==> src/rtl/conf_int_mul_sched_if.sv <==
// Operand and result streams between the IDCT datapath and the multiplier sequencer.
interface conf_int_mul_sched_if #(
  parameter int DATA_PATH_BITWIDTH = 24
);
  logic                          in_valid;
  logic                          in_ready;
  logic [DATA_PATH_BITWIDTH-1:0] A_in;
  logic [DATA_PATH_BITWIDTH-1:0] B_in;
  logic                          res_valid;
  logic [31:0]                   res_data;

  modport master (output in_valid, A_in, B_in, input in_ready, res_valid, res_data);
  modport slave  (input in_valid, A_in, B_in, output in_ready, res_valid, res_data);
endinterface

==> src/rtl/conf_int_mul_sched.sv <==
// Block sequencer for the configurable approximate multiplier wrapper (LOAD/ROW/COL/DRAIN).
// Optional input-stall statistics counter enabled by `define MUL_SCHED_STATS_EN.
module conf_int_mul_sched #(
  parameter int DATA_PATH_BITWIDTH = 24,
  parameter int BLOCK_SIZE         = 64,
  parameter int MUL_LATENCY        = 2
) (
  input  logic                          clk,
  input  logic                          rstP,
  input  logic                          start,
  input  logic                          apx_row,
  input  logic                          apx_col,
  conf_int_mul_sched_if.slave           io,
  output logic [DATA_PATH_BITWIDTH-1:0] A_to_mul,
  output logic [DATA_PATH_BITWIDTH-1:0] B_to_mul,
  output logic [2:0]                    state_to_mul,
  output logic [8:0]                    count0,
  output logic                          racc_to_mul,
  output logic                          rapx_to_mul,
  input  logic [31:0]                   P,
  output logic                          busy,
  output logic                          done,
  output logic [15:0]                   stall_cnt
);
  localparam int DCW = (MUL_LATENCY > 1) ? $clog2(MUL_LATENCY) : 1;

  typedef enum logic [2:0] {
    S_IDLE  = 3'd0,
    S_LOAD  = 3'd1,
    S_ROW   = 3'd2,
    S_COL   = 3'd3,
    S_DRAIN = 3'd4
  } state_t;

  state_t                 state, state_n;
  logic                   in_ready, accept, last, push, start_acc;
  logic                   apx_row_q, apx_col_q;
  logic [DCW-1:0]         dcnt;
  logic [MUL_LATENCY-1:0] vld_pipe;

  assign in_ready     = (state == S_LOAD) || (state == S_ROW) || (state == S_COL);
  assign io.in_ready  = in_ready;
  assign accept       = io.in_valid && in_ready;
  assign last         = (count0 == 9'(BLOCK_SIZE - 1));
  assign push         = accept && ((state == S_ROW) || (state == S_COL));
  assign start_acc    = (state == S_IDLE) && start;
  assign state_to_mul = state;
  assign busy         = (state != S_IDLE);

  always_comb begin
    state_n = state;
    case (state)
      S_IDLE:  if (start) state_n = S_LOAD;
      S_LOAD:  if (accept && last) state_n = S_ROW;
      S_ROW:   if (accept && last) state_n = S_COL;
      S_COL:   if (accept && last) state_n = S_DRAIN;
      S_DRAIN: if (dcnt == DCW'(MUL_LATENCY - 1)) state_n = S_IDLE;
      default: state_n = S_IDLE;
    endcase
  end

  always_ff @(posedge clk) begin
    if (rstP) begin
      state       <= S_IDLE;
      count0      <= '0;
      A_to_mul    <= '0;
      B_to_mul    <= '0;
      apx_row_q   <= 1'b0;
      apx_col_q   <= 1'b0;
      dcnt        <= '0;
      vld_pipe    <= '0;
      racc_to_mul <= 1'b1;
      rapx_to_mul <= 1'b0;
      io.res_valid <= 1'b0;
      io.res_data  <= '0;
      done        <= 1'b0;
    end else begin
      state <= state_n;
      if (start_acc) begin
        apx_row_q <= apx_row;
        apx_col_q <= apx_col;
        count0    <= '0;
      end
      if (accept) begin
        A_to_mul <= io.A_in;
        B_to_mul <= io.B_in;
        count0   <= last ? 9'd0 : count0 + 9'd1;
      end
      dcnt <= (state == S_DRAIN) ? dcnt + DCW'(1) : '0;
      // Token marks an operand whose product lands on P as it leaves the pipe.
      vld_pipe     <= MUL_LATENCY'({vld_pipe, push});
      io.res_valid <= vld_pipe[MUL_LATENCY-1];
      if (vld_pipe[MUL_LATENCY-1]) io.res_data <= P;
      // Wrapper controls follow the state being entered so they align with state_to_mul.
      racc_to_mul <= (state_n == S_IDLE);
      rapx_to_mul <= (state_n == S_ROW) ? apx_row_q :
                     (state_n == S_COL) ? apx_col_q : 1'b0;
      done        <= (state == S_DRAIN) && (state_n == S_IDLE);
    end
  end

`ifdef MUL_SCHED_STATS_EN
  always_ff @(posedge clk) begin
    if (rstP || start_acc)
      stall_cnt <= '0;
    else if (in_ready && !io.in_valid && (stall_cnt != 16'hFFFF))
      stall_cnt <= stall_cnt + 16'd1;
  end
`else
  assign stall_cnt = '0;
`endif

endmodule

==> src/flat_wrapper.sv <==
// flat-port wrapper written by rule: the top's interface ports become plain ports
module conf_int_mul_sched_flat 
#(
  parameter int DATA_PATH_BITWIDTH = 24,
  parameter int BLOCK_SIZE         = 64,
  parameter int MUL_LATENCY        = 2
)
  (clk, rstP, start, apx_row, apx_col, A_to_mul, B_to_mul, state_to_mul, count0, racc_to_mul, rapx_to_mul, P, busy, done, stall_cnt, io_in_valid, io_A_in, io_B_in, io_in_ready, io_res_valid, io_res_data);
  conf_int_mul_sched_if #(.DATA_PATH_BITWIDTH(DATA_PATH_BITWIDTH)) io_i ();
  input  logic clk;
  input  logic rstP;
  input  logic start;
  input  logic apx_row;
  input  logic apx_col;
  output logic [DATA_PATH_BITWIDTH-1:0] A_to_mul;
  output logic [DATA_PATH_BITWIDTH-1:0] B_to_mul;
  output logic [2:0] state_to_mul;
  output logic [8:0] count0;
  output logic racc_to_mul;
  output logic rapx_to_mul;
  input  logic [31:0] P;
  output logic busy;
  output logic done;
  output logic [15:0] stall_cnt;
  input wire logic [$bits(io_i.in_valid)-1:0] io_in_valid;
  input wire logic [$bits(io_i.A_in)-1:0] io_A_in;
  input wire logic [$bits(io_i.B_in)-1:0] io_B_in;
  output wire logic [$bits(io_i.in_ready)-1:0] io_in_ready;
  output wire logic [$bits(io_i.res_valid)-1:0] io_res_valid;
  output wire logic [$bits(io_i.res_data)-1:0] io_res_data;
  assign io_i.in_valid = io_in_valid;
  assign io_i.A_in = io_A_in;
  assign io_i.B_in = io_B_in;
  assign io_in_ready = io_i.in_ready;
  assign io_res_valid = io_i.res_valid;
  assign io_res_data = io_i.res_data;
  conf_int_mul_sched #(.DATA_PATH_BITWIDTH(DATA_PATH_BITWIDTH), .BLOCK_SIZE(BLOCK_SIZE), .MUL_LATENCY(MUL_LATENCY)) u_core (.clk(clk), .rstP(rstP), .start(start), .apx_row(apx_row), .apx_col(apx_col), .io(io_i), .A_to_mul(A_to_mul), .B_to_mul(B_to_mul), .state_to_mul(state_to_mul), .count0(count0), .racc_to_mul(racc_to_mul), .rapx_to_mul(rapx_to_mul), .P(P), .busy(busy), .done(done), .stall_cnt(stall_cnt));
endmodule
==> config.mk <==
export PLATFORM = sky130hd
export DESIGN_NAME = conf_int_mul_sched_flat
export DESIGN_NICKNAME = d
export VERILOG_FILES = /design/src/rtl/conf_int_mul_sched_if.sv /design/src/rtl/conf_int_mul_sched.sv /design/src/flat_wrapper.sv
export SDC_FILE = /design/constraint.sdc
export NUM_CORES = 1
export LEC_CHECK = 0
export CAP_MARGIN = 20
export CORE_ASPECT_RATIO = 2
export CORE_MARGIN = 10
export CORE_UTILIZATION = 43
export DETAILED_ROUTE_END_ITERATION = 8
export GPL_TIMING_DRIVEN = 0
export PLACE_DENSITY = 0.86
export REMOVE_ABC_BUFFERS = 1
export SYNTH_ARGS = -nofsm -noshare
export SYNTH_HDL_FRONTEND = slang
export SYNTH_SLANG_ARGS = --single-unit
export TNS_END_PERCENT = 20
==> constraint.sdc <==
create_clock -name clk -period 4 [get_ports clk]
set_clock_uncertainty 0.2 [all_clocks]
set_input_delay 0.8 -clock clk [delete_from_list [all_inputs] [get_ports clk]]
set_output_delay 0.8 -clock clk [all_outputs]
set_load 0.005 [all_outputs]
==> metrics.md <==
| Metric | Value |
|---|---|
| Status | finished clean |
| Drt first pass iters | 4 |
| Pint | 0.00172 W |
| Total chip power | 0.00220 W |
| Final Core Density | 0.675 |
| Worst setup startpoint | io_in_valid |
| Fmax | 348 MHz |
| CTS tree | built |
| Yosys warnings | 0 |
| Setup repair after global routing missed its margin | no |
| Nets | 698 |
| DR WL/cell | 17.3 um |
| Die width | 87.4 um |
| Critical Path AT | 2.95 ns |
| DIE AREA | 13500 um^2 |
| Most frequent cells in the layout | 182 x clkdlybuf4s50_1, 107 x nand2_1, 100 x dfxtp_1 |
| Site Rows | 49 |
| Synth top area share | 0.517 |
| Worst vdd ir | 253 uV |
| Core Region | 8950 um^2 |
| Area grow syn2layout | 54.6% |
| Final Hold Vio Count | 0 |
| Grt ovf | 0 |
| Final hold slack | 0.235 ns |
| Largest area contributor in the netlist | dfxtp_1 |
| Setup TNS | 0 ns |
| Hold wc startpoint | u_core.dcnt |
| Number of synthesized flops with an enable pin | 0 |
| R2R depth | 5 |
| Hold depth | 1 |
| Switching pwr | 0.000481 W |
| Routed Antenna Nets | 0 |
| Synthesized area per cell | 8.76 um^2 |
| Gpl congestion | 0.820 |
| Setup slack, reg-to-reg | 1.48 ns |
| Initial Util | 0.437 |
| Post-CTS Setup Bufs | 0 |
| PostCTS Resize Cnt | 0 |
| Final WS setup | 1.13 ns |
| Synth top area cells | dfxtp_1 52%, nand2_1 10%, mux2i_1 8.5% |
| I/O pin count | 200 |
| Post-synthesis async set-or-reset flop share | 0 |
| Slew Viols, Final | 0 |
| Mapped Cells | 446 |
| Max Fanout on Critical Path | 21 |
| FF+latch count, synth | 101 |
| H-tree Lvls | 3 |
| Type of the tightest min-delay check | reg -> reg |
| Total clock sinks | 101 |
| Worst slew pin tran | 0.990 ns |
| Cts hold-fix bufs | 0 |
| Ys flop type | dfxtp_1 |
| Final min period | 2.87 ns |
| Reg2reg end | u_core.count0[8] |
| RR Startpoint | u_core.state_to_mul[0] |
| Sequential area share after synthesis | 0.517 |
| Static Leak | 2.15 nW |
| Final WL | 12400 um |
| Layout cells sized above 1 | 0.0536 |
| Post-Place Worst Slack | 0.794 ns |
| First-iteration detailed-routing DRC count | 130 |
| Largest net degree at the start of global routing | 97 |
| Crit. End Element | register |
| Number of global-route vias before repair | 3713 |
| CTS Buffer Depth | 2 |
| Seq pwr share | 0.473 |
| Post-Syn Area | 3910 um^2 |
| Worst-Skew Late Latency | 0.34 ns |
| Clock power share | 0.423 |
| First-pass GRT wire length | 19100 um |
| CTS Buf Count | 9 |
| CP Data Required Time | 4.08 ns |
| Root buf cell | clkbuf_16 |
| Vias per cell | 5.11 |
| Critical path class | in -> reg |
| Net Sw Frac | 0.219 |
| ANT cells | 0 |
| Comb pwr share | 0.104 |
| # DRC | 0 |
| Worst hold endpoint | u_core.dcnt |
| CP startpoint kind | input port |
| Via count | 3672 |
| Distinct cells, synth | 41 |
| Final HPWL DP | 9500 um |
| Initial antenna violation count | 0 |
| Vert. Die Dim | 155 um |
| Commonest non-fill, non-tap cell in the layout | clkdlybuf4s50_1 |
| Total GRT Usage | 0.177 |
| PwrDens | 364 nW/um^2 |
| MaxCap Viol Count | 0 |
| Post-route clock period utilization | 0.718 |
| I/O Buffers | 183 |
| Finish-stage setup viols | 0 |
| Max-slew headroom | 0.340 |
| Clk pin slew, worst setup/hold paths | 0.07 ns |
-- worst max path at each step --
stage	to	slack, ns	cells past startpoint
after floorplan	u_core.count0[8]	1.23	4
after global routing	u_core.count0[6]	1.01	4
after detailed placement	u_core.count0[8]	0.79	5
final	u_core.count0[8]	1.13	5
after global placement	u_core.rapx_to_mul	-0.64	3
after CTS	u_core.count0[8]	1.15	5
-- layer usage --
layer | GRT usage | routed length (um)
met1 | 0.177 | 4340
met2 | 0.317 | 6680
met3 | 0.0437 | 929
met4 | 0.0931 | 439
met5 | 0 | 0
-- final cells by class --
class,instances,area (um^2)
multi-input combinational,313,1690
inverter,1,3.75
timing repair buffer,185,1880
fill,682,2910
clock inverter,6,93.8
clock buffer,10,229
tap,102,128
sequential,101,2020
-- through the flow --
| step | area [um^2] | std cells |
|---|---|---|
| detailed placement | 5720 | 702 |
| floorplan | 3710 | 415 |
| finish | 6040 | 718 |
| CTS | 6040 | 718 |
| global route | 6040 | 718 |
| global placement | 5670 | 700 |
-- power by group through the flow --
stage | Clock [W] | Combinational (W) | Sequential, W
finish | 0.000931 | 0.000228 | 0.00104
global route | 0.000993 | 0.000248 | 0.00104
CTS | 0.000954 | 0.000229 | 0.00104
detailed placement | 0 | 0.000228 | 0.00107
global placement | 0 | 0.000218 | 0.00106
floorplan | 0 | 0.0000554 | 0.00107
-- flip-flops by register name, summed over array words and instances, names as in the netlist, 2 cells and up --
register             flops
u_core.count0            9
u_core.B_to_mul         24
u_core.io.res_data      32
u_core.A_to_mul         24
u_core.state_to_mul      3
u_core.vld_pipe          2
-- cells in the mapped netlist, types with 2 or more instances --
master,number
nand2_1,107
a41oi_1,2
mux2_2,2
nor2b_1,3
nand3b_1,2
buf_4,17
nor3b_1,2
o21ai_0,5
nand2b_1,3
or3_1,3
nor4_1,2
buf_2,5
dfxtp_1,101
a211oi_1,2
nor4_4,2
mux2i_1,33
a311oi_1,3
nor3_1,9
or2_2,2
nand3_1,3
nor2_1,39
a21oi_1,58
and3_1,2
clkbuf_1,22
-- worst max-delay path: stages --
cell	delay, ns
clkdlybuf4s50_1	0.59
or3b_2	0.73
nor4_1	0.37
mux2_2	0.36
nor2_1	0.08
-- kinds of logic (layout without fill, tap and decap cells) --
logic type,count (synthesis),after routing,synth area share
compound gates,74,74,0.105
xor+xnor,1,1,0.00224
fa+ha+maj,1,1,0.00320
buf+inv,47,202,0.0650
flops,101,101,0.517
mux,35,35,0.0903
other cells,1,16,0.000959
simple gates,186,186,0.216
(Power assumes the default switching activity.)
